File: src/rtl/sm_ldst_unit_if.sv
// rtl/sm_ldst_unit_if.sv - single-port sync-read data BRAM port bundle
interface sm_ldst_unit_if #(
  parameter int ADDR_W = 10
);
  logic              en;
  logic              we;
  logic [ADDR_W-1:0] addr;
  logic [15:0]       wdata;
  logic [15:0]       rdata;

  modport master (output en, output we, output addr, output wdata, input rdata);
  modport slave  (input en, input we, input addr, input wdata, output rdata);
endinterface

File: src/rtl/sm_ldst_unit.sv
// rtl/sm_ldst_unit.sv - serializes up to four SP lane loads/stores onto one data BRAM
module sm_ldst_unit #(
  parameter int ADDR_W = 10
) (
  input  logic                 clk,
  input  logic                 rst,
  input  logic [3:0]           lane_is_load,
  input  logic [3:0]           lane_is_store,
  input  logic [3:0]           lane_active,
  input  logic [63:0]          lane_addr,
  input  logic [63:0]          lane_wdata,
  input  logic                 other_stall,
  output logic                 mem_stall,
  output logic [63:0]          lane_rdata,
  sm_ldst_unit_if.master       dmem
);

  typedef enum logic [1:0] {IDLE, SERVE, DONE} state_t;

  state_t      state;
  logic [3:0]  pending;
  logic [3:0]  batch_ld;
  logic [3:0]  wb_byp;
  logic [1:0]  prev_lane;
  logic [15:0] mem_buf [4];
  logic [15:0] wb_buf  [4];

  logic [3:0]  req;
  logic [3:0]  ld_mask;
  logic [2:0]  req_cnt;
  logic [1:0]  sel;
  logic        sel_ld;
  logic        issue;
  logic [3:0]  pend_next;

  function automatic logic [1:0] lowest(input logic [3:0] m);
    if (m[0])      return 2'd0;
    else if (m[1]) return 2'd1;
    else if (m[2]) return 2'd2;
    else           return 2'd3;
  endfunction

  function automatic logic [3:0] onehot(input logic [1:0] idx);
    return 4'b0001 << idx;
  endfunction

  assign ld_mask = lane_is_load & lane_active;
  assign req     = (lane_is_load | lane_is_store) & lane_active;
  assign req_cnt = {2'b0, req[0]} + {2'b0, req[1]} + {2'b0, req[2]} + {2'b0, req[3]};

  always_comb begin
    sel       = lowest((state == SERVE) ? pending : req);
    sel_ld    = (state == SERVE) ? batch_ld[sel] : ld_mask[sel];
    pend_next = pending & ~onehot(sel);
    issue     = 1'b0;
    mem_stall = 1'b0;
    if (!rst) begin
      case (state)
        IDLE: begin
          if (req_cnt >= 3'd2) begin
            issue     = 1'b1;
            mem_stall = 1'b1;
          end else if (req_cnt == 3'd1 && !other_stall) begin
            issue = 1'b1;
          end
        end
        SERVE: begin
          issue     = 1'b1;
          mem_stall = 1'b1;
        end
        default: ;
      endcase
    end
  end

  always_comb begin
    dmem.en    = issue;
    dmem.we    = issue & ~sel_ld;
    dmem.addr  = '0;
    dmem.wdata = '0;
    if (issue) begin
      dmem.addr = lane_addr[{sel, 4'b0000} +: ADDR_W];
      if (!sel_ld) dmem.wdata = lane_wdata[{sel, 4'b0000} +: 16];
    end
  end

  // Bypass lane reads the BRAM output live; it holds because no enable follows until the next issue.
  always_comb begin
    lane_rdata = '0;
    for (int i = 0; i < 4; i++) begin
      if (!rst) lane_rdata[16*i +: 16] = wb_byp[i] ? dmem.rdata : wb_buf[i];
    end
  end

  always_ff @(posedge clk) begin
    if (rst) begin
      state     <= IDLE;
      pending   <= '0;
      batch_ld  <= '0;
      wb_byp    <= '0;
      prev_lane <= '0;
      for (int i = 0; i < 4; i++) begin
        mem_buf[i] <= '0;
        wb_buf[i]  <= '0;
      end
    end else begin
      case (state)
        IDLE: begin
          if (req_cnt >= 3'd2) begin
            // Freeze the WB instruction's bypassed data before the batch reads overwrite the BRAM output.
            for (int i = 0; i < 4; i++) begin
              if (wb_byp[i]) wb_buf[i] <= dmem.rdata;
            end
            wb_byp    <= '0;
            pending   <= req & ~onehot(sel);
            batch_ld  <= ld_mask;
            prev_lane <= sel;
            state     <= SERVE;
          end else if (!other_stall) begin
            wb_byp <= (req_cnt == 3'd1 && ld_mask[sel]) ? onehot(sel) : 4'b0000;
          end
        end
        SERVE: begin
          mem_buf[prev_lane] <= dmem.rdata;
          prev_lane          <= sel;
          pending            <= pend_next;
          if (pend_next == 4'b0000) state <= DONE;
        end
        DONE: begin
          for (int i = 0; i < 4; i++) begin
            if (batch_ld[i]) wb_buf[i] <= (2'(i) == prev_lane) ? dmem.rdata : mem_buf[i];
          end
          if (!other_stall) state <= IDLE;
        end
        default: state <= IDLE;
      endcase
    end
  end

endmodule

File: src/flat_wrapper.sv
// flat-port wrapper written by rule: the top's interface ports become plain ports
module sm_ldst_unit_flat 
#(
  parameter int ADDR_W = 10
)
  (clk, rst, lane_is_load, lane_is_store, lane_active, lane_addr, lane_wdata, other_stall, mem_stall, lane_rdata, dmem_en, dmem_we, dmem_addr, dmem_wdata, dmem_rdata);
  sm_ldst_unit_if #(.ADDR_W(ADDR_W)) dmem_i ();
  input  logic clk;
  input  logic rst;
  input  logic [3:0] lane_is_load;
  input  logic [3:0] lane_is_store;
  input  logic [3:0] lane_active;
  input  logic [63:0] lane_addr;
  input  logic [63:0] lane_wdata;
  input  logic other_stall;
  output logic mem_stall;
  output logic [63:0] lane_rdata;
  output wire logic [$bits(dmem_i.en)-1:0] dmem_en;
  output wire logic [$bits(dmem_i.we)-1:0] dmem_we;
  output wire logic [$bits(dmem_i.addr)-1:0] dmem_addr;
  output wire logic [$bits(dmem_i.wdata)-1:0] dmem_wdata;
  input wire logic [$bits(dmem_i.rdata)-1:0] dmem_rdata;
  assign dmem_en = dmem_i.en;
  assign dmem_we = dmem_i.we;
  assign dmem_addr = dmem_i.addr;
  assign dmem_wdata = dmem_i.wdata;
  assign dmem_i.rdata = dmem_rdata;
  sm_ldst_unit #(.ADDR_W(ADDR_W)) u_core (.clk(clk), .rst(rst), .lane_is_load(lane_is_load), .lane_is_store(lane_is_store), .lane_active(lane_active), .lane_addr(lane_addr), .lane_wdata(lane_wdata), .other_stall(other_stall), .mem_stall(mem_stall), .lane_rdata(lane_rdata), .dmem(dmem_i));
endmodule
File: config.mk
export PLATFORM = sky130hd
export DESIGN_NAME = sm_ldst_unit_flat
export DESIGN_NICKNAME = d
export VERILOG_FILES = /design/src/rtl/sm_ldst_unit_if.sv /design/src/rtl/sm_ldst_unit.sv /design/src/flat_wrapper.sv
export SDC_FILE = /design/constraint.sdc
export NUM_CORES = 1
export LEC_CHECK = 0
export ABC_AREA = 1
export BUFFER_PORTS_ARGS = -buffer_cell sky130_fd_sc_hd__buf_2
export CORE_UTILIZATION = 55
export CTS_BUF_LIST = sky130_fd_sc_hd__clkbuf_16
export DETAILED_ROUTE_END_ITERATION = 6
export GPL_TIMING_DRIVEN = 0
export PLACE_DENSITY = 0.95
export SLEW_MARGIN = 20
export SYNTH_ARGS = -nofsm -noshare
export SYNTH_HDL_FRONTEND = slang
export SYNTH_SLANG_ARGS = --single-unit
File: constraint.sdc
create_clock -name clk -period 6.7 [get_ports clk]
set_input_delay 1.34 -clock clk [delete_from_list [all_inputs] [get_ports clk]]
set_output_delay 1.34 -clock clk [all_outputs]
set_load 0.02 [all_outputs]
==> run_results.csv <==
group,metric,value,unit
floorplanning,core-area,14500,sq um
sta,worst_slew_margin_rel,42.2,%
drt,drc,0,
drt,antenna_left,0,
critical_path,path_class,"in -> out",
yosys,syn_area,8110,sq um
yosys,seq_area_frac_synth,51.4,%
critical_path,crit_path_frequent_cell,"nand2_1",
sta,period_share,90.9,%
final_layout,fin_area,10100,sq um
yosys,yosys_warnings,0,
power_and_ir_drop,power,2740,uW
sta,tightest_slew,0.864,ns
critical_path,cp_slowest_stage_delay,0.53,ns
power_and_ir_drop,ir_worst_vdd,0.000264,V
final_layout,drive_above_1_share,26.0,%
grt,grt_use_total,37.8,%
placed_design,io_buffers,227,
cts,cts.sinks,144,
cts,cts_hold_buffers,0,
drt,drt_wl_total,28700,um
cts,clk_pin_slew,0.05,ns
floorplanning,die_w,123,um
yosys,synthTopCellsByArea,"edfxtp_1, o21ai_0, a21oi_1, nand2_1, nor2_1",
cts,postCtsSetupBuffers,0,
cts,clkLatencyLatePin,0.44,ns
cts,clock_path_buffers,2,
yosys,yosysMostFrequentCell,"nand2_1",
grt,grt_pass1_wl,42200,um
critical_path,ff2ff_path_depth,5,
power_and_ir_drop,power.density,271,nW/um^2
grt,grt-ovfl-total,0,
critical_path,startpoint_type,"input pin",
sta,final_hold_viol_count,0,
cts,cts.repair.resized,0,
floorplanning,ioPinCount,252,
placed_design,place_inst,1374,
yosys,async_flop_share,0,%
cts,clock-root-buffer,"clkbuf_16",
placed_design,dp_hpwl,20200,um
sta,rsz0062_at_grt,"no",
flow_run,cap_violations,0,
critical_path,path_buf_inv,5,
yosys,yosysTopAreaCellShare,47.4,%
cts,htreeDepth,4,
power_and_ir_drop,leakage,0.00435,uW
yosys,yosys-top-cells-count,"nand2_1, edfxtp_1, o21ai_0, a21oi_1, nor2_1",
outcome,outcome,"completed",
grt,grt_max_degree,17,
cts,cts_buffers,17,
grt,antenna_found_initial,0,
sta,fmax,164,MHz
grt,grt_pass1_vias,8079,
yosys,syn_inst,962,
final_layout,fin_nets,1372,
floorplanning,start_util,56.0,%
floorplanning,row_count,44,
drt,avgRoutedWirePerCell,20.4,um
drt,vias,8773,
floorplanning,die_h,123,um
sta,maxSlewViolCount,0,
yosys,synth_fp_nets,1125,
final_layout,fin_cells,1406,
yosys,syn_avg_cell_area,8.43,sq um
yosys,synth-main-ff-cell,"edfxtp_1",
cts,cts_tree,"built",
critical_path,crit_path_end_kind,"output port",
sta,fin_crit,6.09,ns
yosys,synth_largest_area_cell,"edfxtp_1",
min_path,min_path_type,"reg -> reg",
floorplanning,fp.dieArea,15200,sq um
critical_path,path_max_fanout,10,
critical_path,crit_family,"simple AND/OR/NAND/NOR gates",
placed_design,placed_area,9490,sq um
critical_path,cp_slowest_cell,"a41oi_1",
min_path,hold_depth,2,
yosys,ys_ff_latch,144,
final_layout,fill_cells,1064,
critical_path,crit_cells,15,
critical_path,crit_arrival,4.75,ns
final_layout,antenna_cells,0,
drt,drt_iter0_markers,1502,
final_layout,syn_to_final_growth,24.6,%
critical_path,required,5.36,ns
sta,setup_viol,0,
drt,first_pass_iters,7,
sta,fin_tns_setup,0,ns
yosys,synth-edff-count,128,
critical_path,cp_cell_sequence,"buf_2, nand2_1, nand2_1, ha_1, inv_1, fa_1, inv_1, ha_1, nor3_1, nand2_1, nand2_1, nand3_1, clkbuf_1, a41oi_1, buf_2",
yosys,synth_cell_types,33,
sta,finalClockSkew,0.00875,ns
drt,routed_via_density,6.24,
placed_design,gp_congestion,0.974,
cell families (layout without fill, tap and decap cells):
logic type	count (synthesis)	in the layout	synth area share [%]
flops	144	144	51.4
simple gates	379	379	20.8
fa+ha+maj	4	4	0.710
buf+inv	143	403	7.70
compound gates	292	292	19.4
stage by stage:
step	hold slack (ns)	utilization [%]	setup slack [ns]
2_1_floorplan	0.461	-	1.58
3_3_place_gp	0.473	65.4	0.854
3_5_place_dp	0.487	65.6	0.754
4_1_cts	0.495	69.8	0.751
5_1_grt	0.518	69.8	0.394
6_report	0.502	69.8	0.606
power breakdown:
group / switching [uW] / total [uW] / internal, uW
sequential: 28.5 / 1070 / 1050
clock: 369 / 983 / 614
combinational: 479 / 678 / 199
total: 876 / 2740 / 1860
layout make-up:
cell class | instances | area [sq um] | share of cell area, %
buffer | 66 | 335 | 3.32
multi-input combinational | 675 | 3330 | 32.9
clock inverter | 15 | 181 | 1.80
sequential | 144 | 4160 | 41.2
clock buffer | 17 | 425 | 4.21
inverter | 77 | 289 | 2.86
tap | 184 | 230 | 2.28
timing repair buffer | 228 | 1150 | 11.4
flip-flops by register name, indices dropped and copies added, names as in the netlist:
name,flops
u_core.batch_ld,4
u_core.mem_buf,64
u_core.pending,4
u_core.prev_lane,2
u_core.state,2
u_core.wb_buf,64
u_core.wb_byp,4
cell usage in the layout (no fill, tap or decap), types with 17 or more instances in the layout:
| cell type | count |
|---|---|
| nand3_1 | 78 |
| buf_2 | 239 |
| nand2_1 | 142 |
| clkinv_1 | 18 |
| nor2_1 | 118 |
| clkbuf_16 | 17 |
| inv_1 | 59 |
| clkbuf_1 | 43 |
| o21ai_0 | 123 |
| edfxtp_1 | 128 |
| a21oi_1 | 123 |
worst paths after layout:
kind                                          start              endpoint  slack (ns)
worst max-delay path                lane_is_load[1]          dmem_addr[0]        0.61
worst min register to register    u_core.pending[2]     u_core.pending[2]        0.50
worst max register to register  u_core.prev_lane[0]  u_core.mem_buf[1][9]        4.16
worst min-delay path              u_core.pending[2]     u_core.pending[2]        0.50
metal layers:
metal,vias up,global-route usage (%),routed length [um]
met5,-,0,36
met4,2,25.0,1850
met3,151,10.2,3640
met2,764,62.2,13800
met1,3995,43.2,9360
li1,3861,-,-
tightest hold or removal path, delay by kind of cell, from the launching register on:
kind,cells,cell delay (ns)
and+or+nand+nor,2,0.13
DFF,1,0.32
No activity file was read; power rests on OpenSTA's default activity.
